<file path="config.mk">
export PLATFORM = sky130hd
export DESIGN_NAME = dmem_stream_reader
export DESIGN_NICKNAME = d
export VERILOG_FILES = /design/src/rtl/dmem_stream_reader.sv
export SDC_FILE = /design/constraint.sdc
export NUM_CORES = 1
export LEC_CHECK = 0
export BUFFER_PORTS_ARGS = -buffer_cell sky130_fd_sc_hd__buf_4
export CAP_MARGIN = 30
export CORE_MARGIN = 1
export CORE_UTILIZATION = 57
export CTS_CLUSTER_DIAMETER = 150
export DETAILED_ROUTE_END_ITERATION = 8
export PLACE_DENSITY = 0.91
export REMOVE_ABC_BUFFERS = 1
export SLEW_MARGIN = 20
export SYNTH_ARGS = -nofsm -noshare
export SYNTH_HDL_FRONTEND = slang
export SYNTH_SLANG_ARGS = --single-unit
</file>
<file path="constraint.sdc">
create_clock -name clk -period 6.55 [get_ports clk]
set_input_delay 0.9825 -clock clk [delete_from_list [all_inputs] [get_ports clk]]
set_output_delay 0.9825 -clock clk [all_outputs]
set_load 0.01 [all_outputs]
</file>
<file path="src/rtl/dmem_stream_reader.sv">
// dmem_stream_reader
// Reads a contiguous word range from the data memory and streams it out over a
// valid/ready interface with a single output register stage. The range is
// validated up front with 33-bit arithmetic so a wrapping base never reads.
module dmem_stream_reader #(
    parameter int MEM_WORDS = 1024,
    parameter int LEN_W     = 11
) (
    input  logic             clk,
    input  logic             rst_n,
    input  logic             start,
    input  logic [31:0]      base_addr,
    input  logic [LEN_W-1:0] length,
    output logic             busy,
    output logic             done,
    output logic             err,
    output logic [31:0]      mem_addr,
    output logic             mem_we,
    output logic [31:0]      mem_wd,
    input  logic [31:0]      mem_rd,
    output logic             m_valid,
    output logic [31:0]      m_data,
    output logic             m_last,
    input  logic             m_ready
);

    typedef enum logic [1:0] {
        IDLE  = 2'd0,
        READ  = 2'd1,
        DRAIN = 2'd2,
        FIN   = 2'd3
    } state_t;

    state_t            state, state_nxt;
    logic [31:0]       base_q;
    logic [LEN_W-1:0]  len_q;
    logic [LEN_W-1:0]  cnt_q;
    logic [32:0]       range_end;
    logic              range_bad;
    logic              accept;
    logic              load;
    logic              last_issue;

    // The reader never writes the memory.
    assign mem_we = 1'b0;
    assign mem_wd = 32'h0;

    // Range end is formed one bit wider than the address so 0xFFFFFFFF+1 is caught.
    assign range_end  = {1'b0, base_addr} + {{(33-LEN_W){1'b0}}, length};
    assign range_bad  = range_end > 33'(MEM_WORDS);
    assign accept     = (state == IDLE) && start;
    assign load       = (state == READ) && (!m_valid || m_ready);
    assign last_issue = (cnt_q == (len_q - LEN_W'(1)));

    // State register; reset aborts any transfer without a done pulse.
    always_ff @(posedge clk or negedge rst_n) begin
        if (!rst_n) begin
            state <= IDLE;
        end else begin
            state <= state_nxt;
        end
    end

    // Next-state decode plus the state-derived outputs busy, done and mem_addr.
    always_comb begin
        state_nxt = state;
        busy      = 1'b0;
        done      = 1'b0;
        mem_addr  = 32'h0;
        case (state)
            IDLE: begin
                if (start) begin
                    if (range_bad || (length == '0)) begin
                        state_nxt = FIN;
                    end else begin
                        state_nxt = READ;
                    end
                end
            end
            READ: begin
                busy     = 1'b1;
                mem_addr = base_q + 32'(cnt_q);
                if (load && last_issue) begin
                    state_nxt = DRAIN;
                end
            end
            DRAIN: begin
                busy = 1'b1;
                if (m_valid && m_ready && m_last) begin
                    state_nxt = FIN;
                end
            end
            FIN: begin
                done      = 1'b1;
                state_nxt = IDLE;
            end
            default: state_nxt = IDLE;
        endcase
    end

    // Command capture, issue counter and sticky error flag.
    always_ff @(posedge clk or negedge rst_n) begin
        if (!rst_n) begin
            base_q <= 32'h0;
            len_q  <= '0;
            cnt_q  <= '0;
            err    <= 1'b0;
        end else if (accept) begin
            base_q <= base_addr;
            len_q  <= length;
            cnt_q  <= '0;
            err    <= range_bad;
        end else if (load) begin
            cnt_q  <= cnt_q + LEN_W'(1);
        end
    end

    // Output register: refill whenever it is empty or being consumed, else hold.
    always_ff @(posedge clk or negedge rst_n) begin
        if (!rst_n) begin
            m_valid <= 1'b0;
            m_data  <= 32'h0;
            m_last  <= 1'b0;
        end else if (load) begin
            m_valid <= 1'b1;
            m_data  <= mem_rd;
            m_last  <= last_issue;
        end else if (m_valid && m_ready) begin
            m_valid <= 1'b0;
            m_last  <= 1'b0;
        end
    end

endmodule

</file>
==> results.toml <==
[yosys]
synthAdderAreaFrac_pct = 6.32
synth_area_leaders = "dfrtp_1 36%, nand2_1 14%, ha_1 5.7%"
synth_ff_type = "dfrtp_1"
synthXorXnorAreaFrac_pct = 7.28
async_flop_share_pct = 100
synth-compound-area-share_pct = 13.4
synth_commonest_cells = "235 x nand2_1, 91 x dfrtp_1, 38 x nor2_1, 35 x o21ai_0, 34 x xnor2_1"
synth_top_family_by_area = "simple AND/OR/NAND/NOR gates"
synthMuxAreaShare_pct = 1.33
ys_seq_elements = 91
synth_edf_count = 0
synth_top_area_cell = "dfrtp_1"
synthesis.area_mm2 = 0.00638
syn_area_per_cell_um2 = 8.01
synth-simple-area-share_pct = 29.1
yosys_warnings = 0
netlist.area_leader.share_pct = 35.7
netlist_instances = 796
yosysSeqAreaShare_pct = 35.7
yosysMostFrequentCell = "nand2_1"
synth_cell_types = 68

[sta]
rsz0062_at_grt = "no"
tightest_slew_ns = 0.841
max_freq_mhz = 223
fin_worst_skew_ns = 0.0135
fin_tns_setup_ns = 0
hold_viol_final = 0
drv_slew = 0
fin_hold_ws_ns = 0.484
setup_viol = 0
finalCritPeriodShare_pct = 68.5
fin_crit_ns = 4.48
max-slew-margin-rel_pct = 43.5

[global_routing]
grt_pass1_vias = 5670
grt_use_total_pct = 28.6
grt_antenna_before_repair = 0
grt_pass1_wl_mm = 26.2
overflow = 0
grt_max_degree = 54

[detailed_routing]
wl_per_cell_um = 15.1
drtIter0Drc = 626
routed_wl_mm = 16.2
drt_pass1_iterations = 6
ant_nets = 0
vias = 5998
drc_errors = 0
via_per_inst = 5.57

[floorplan]
initial_utilization_pct = 58.6
io_pins = 181
die_w_um = 108
coreArea_mm2 = 0.0109
die-area_mm2 = 0.0116
fp-row-count = 38
die_height_um = 108

[setup_path]
rr_worst_depth = 11
endpoint = "mem_addr[23]"
cp.required_ns = 5.57
crit_path_top_delay_cell = "a31oi_1"
endpoint_kind = "output port"
max_stage_delay_ns = 0.53
start_kind = "flop"
r2r_slack_ns = 3.28
crit_type = "reg -> out"
crit_start = "cnt_q[1]$_DFFE_PN0P_"
path_cells = "ha_1 > a21o_1 > a21oi_1 > o21ai_0 > nand4_1 > a31oi_1 > nand2_1 > or3_1 > a21boi_0 > buf_4"
r2r-end = "state[1]$_DFFE_PN0P_"
arrival_ns = 3.50
critPathMaxFanout = 9
crit-reg2reg-launch = "len_q[0]$_DFFE_PN0P_"

[hold_path]
hold_path_class = "reg -> reg"
holdPathStages = 2

[cells_and_area]
layout.nets = 1041
post_layout_nonfiller_instances = 1076
fin_area_mm2 = 0.00771
syn2layout_area_growth_pct = 20.9
nFillCells = 853
drive_gt1_share_pct = 20.2
multi_input_area_mm2 = 0.00378
seqCellArea_mm2 = 0.00228
antennaDiodeCount = 0

[placement]
dpl_cell_area_mm2 = 0.00751
gp_congestion = 0.913
port_buffers = 147
dp_cells = 1060
dp_hpwl_mm = 12.5

[cts]
cts_setup_buffers = 0
cts_root_buf = "clkbuf_8"
numCtsBuffers = 9
cts_buffer_depth = 2
cts.reportedPaths.clkPinSlew_ns = 0.09
cts-resized-gates = 0
clock_latency_ns = 0.37
cts_tree = "built"
htree_levels = 3
clock_sinks = 91
cts_hold_buf = 0

[power_and_ir_drop]
powerDensity_mw_per_mm2 = 142
p_leak_nw = 4.07
ir_worst_vdd_mv = 0.0867

[run]
cap_violations = 0

[run_status]
status = "completed"
## per-layer routing
metal,share of wire (%),wire (um),track usage (%)
met5,0,0,0
met4,1.9,307,9.59
met3,7.3,1180,5.02
met2,48,7760,48.6
met1,43,6980,36.7
## kinds of logic after synthesis
group,Yosys count
AND/OR/NAND/NOR,405
AO/OA/AOI/OAI,124
flip-flops,91
buffers and inverters,83
XOR/XNOR,53
adder cells (fa/ha/maj),31
multiplexers,8
other,1
## worst min-delay path by stage
stage / slack, ns / from / endpoint
floorplan: 0.45 / base_q[0]$_DFFE_PN0P_ / base_q[0]$_DFFE_PN0P_
global placement: 0.46 / m_data[29]$_DFFE_PN0P_ / m_data[29]$_DFFE_PN0P_
detailed placement: 0.46 / m_data[24]$_DFFE_PN0P_ / m_data[24]$_DFFE_PN0P_
CTS: 0.49 / m_data[24]$_DFFE_PN0P_ / m_data[24]$_DFFE_PN0P_
global route: 0.51 / m_data[11]$_DFFE_PN0P_ / m_data[11]$_DFFE_PN0P_
finish: 0.48 / m_data[21]$_DFFE_PN0P_ / m_data[21]$_DFFE_PN0P_
## sequential cells by signal, summed over array words and instances, names as in the netlist
signal and flops:
len_q 11, state 2, base_q 32, err 1, m_valid 1, m_last 1
m_data 32, cnt_q 11
## final cells by class
type	count	share of cell area (%)
timing repair buffer	153	15.4
clock inverter	6	0.958
clock buffer	10	1.66
inverter	22	1.07
multi-input combinational	654	49.1
tap	140	2.27
sequential	91	29.5
## through the flow
stage               utilization, %  worst slack, ns  power [mW]
floorplan                        -             3.01       0.641
global route                  70.8             1.86        1.14
global placement              68.3             2.58       0.716
CTS                           70.8             2.14        1.10
detailed placement            68.9             2.53       0.717
finish                        70.8             2.07        1.09
## placed cells by master, fill, tap and decap left out, drive strengths merged, types with 20 or more instances in the layout
master / instances
dfrtp: 91
inv: 24
nand2: 235
conb: 33
a21oi: 24
nand3: 20
nor2: 38
xnor2: 34
and2: 32
o21ai: 36
ha: 29
buf: 153
## report_power, final
part | internal, mW | switching [mW] | leakage, nW
sequential | 0.561 | 0 | 1.22
clock | 0.181 | 0.206 | 0.0950
combinational | 0.0636 | 0.0828 | 2.75
## worst max-delay path, delay by kind of cell (launching register included)
kind | cells | cell delay (ns)
compound gates | 5 | 1.21
fa+ha+maj | 1 | 0.34
buf+inv | 1 | 0.15
flops | 1 | 0.48
simple gates | 3 | 0.96
Power figures use the tool's default switching activity.
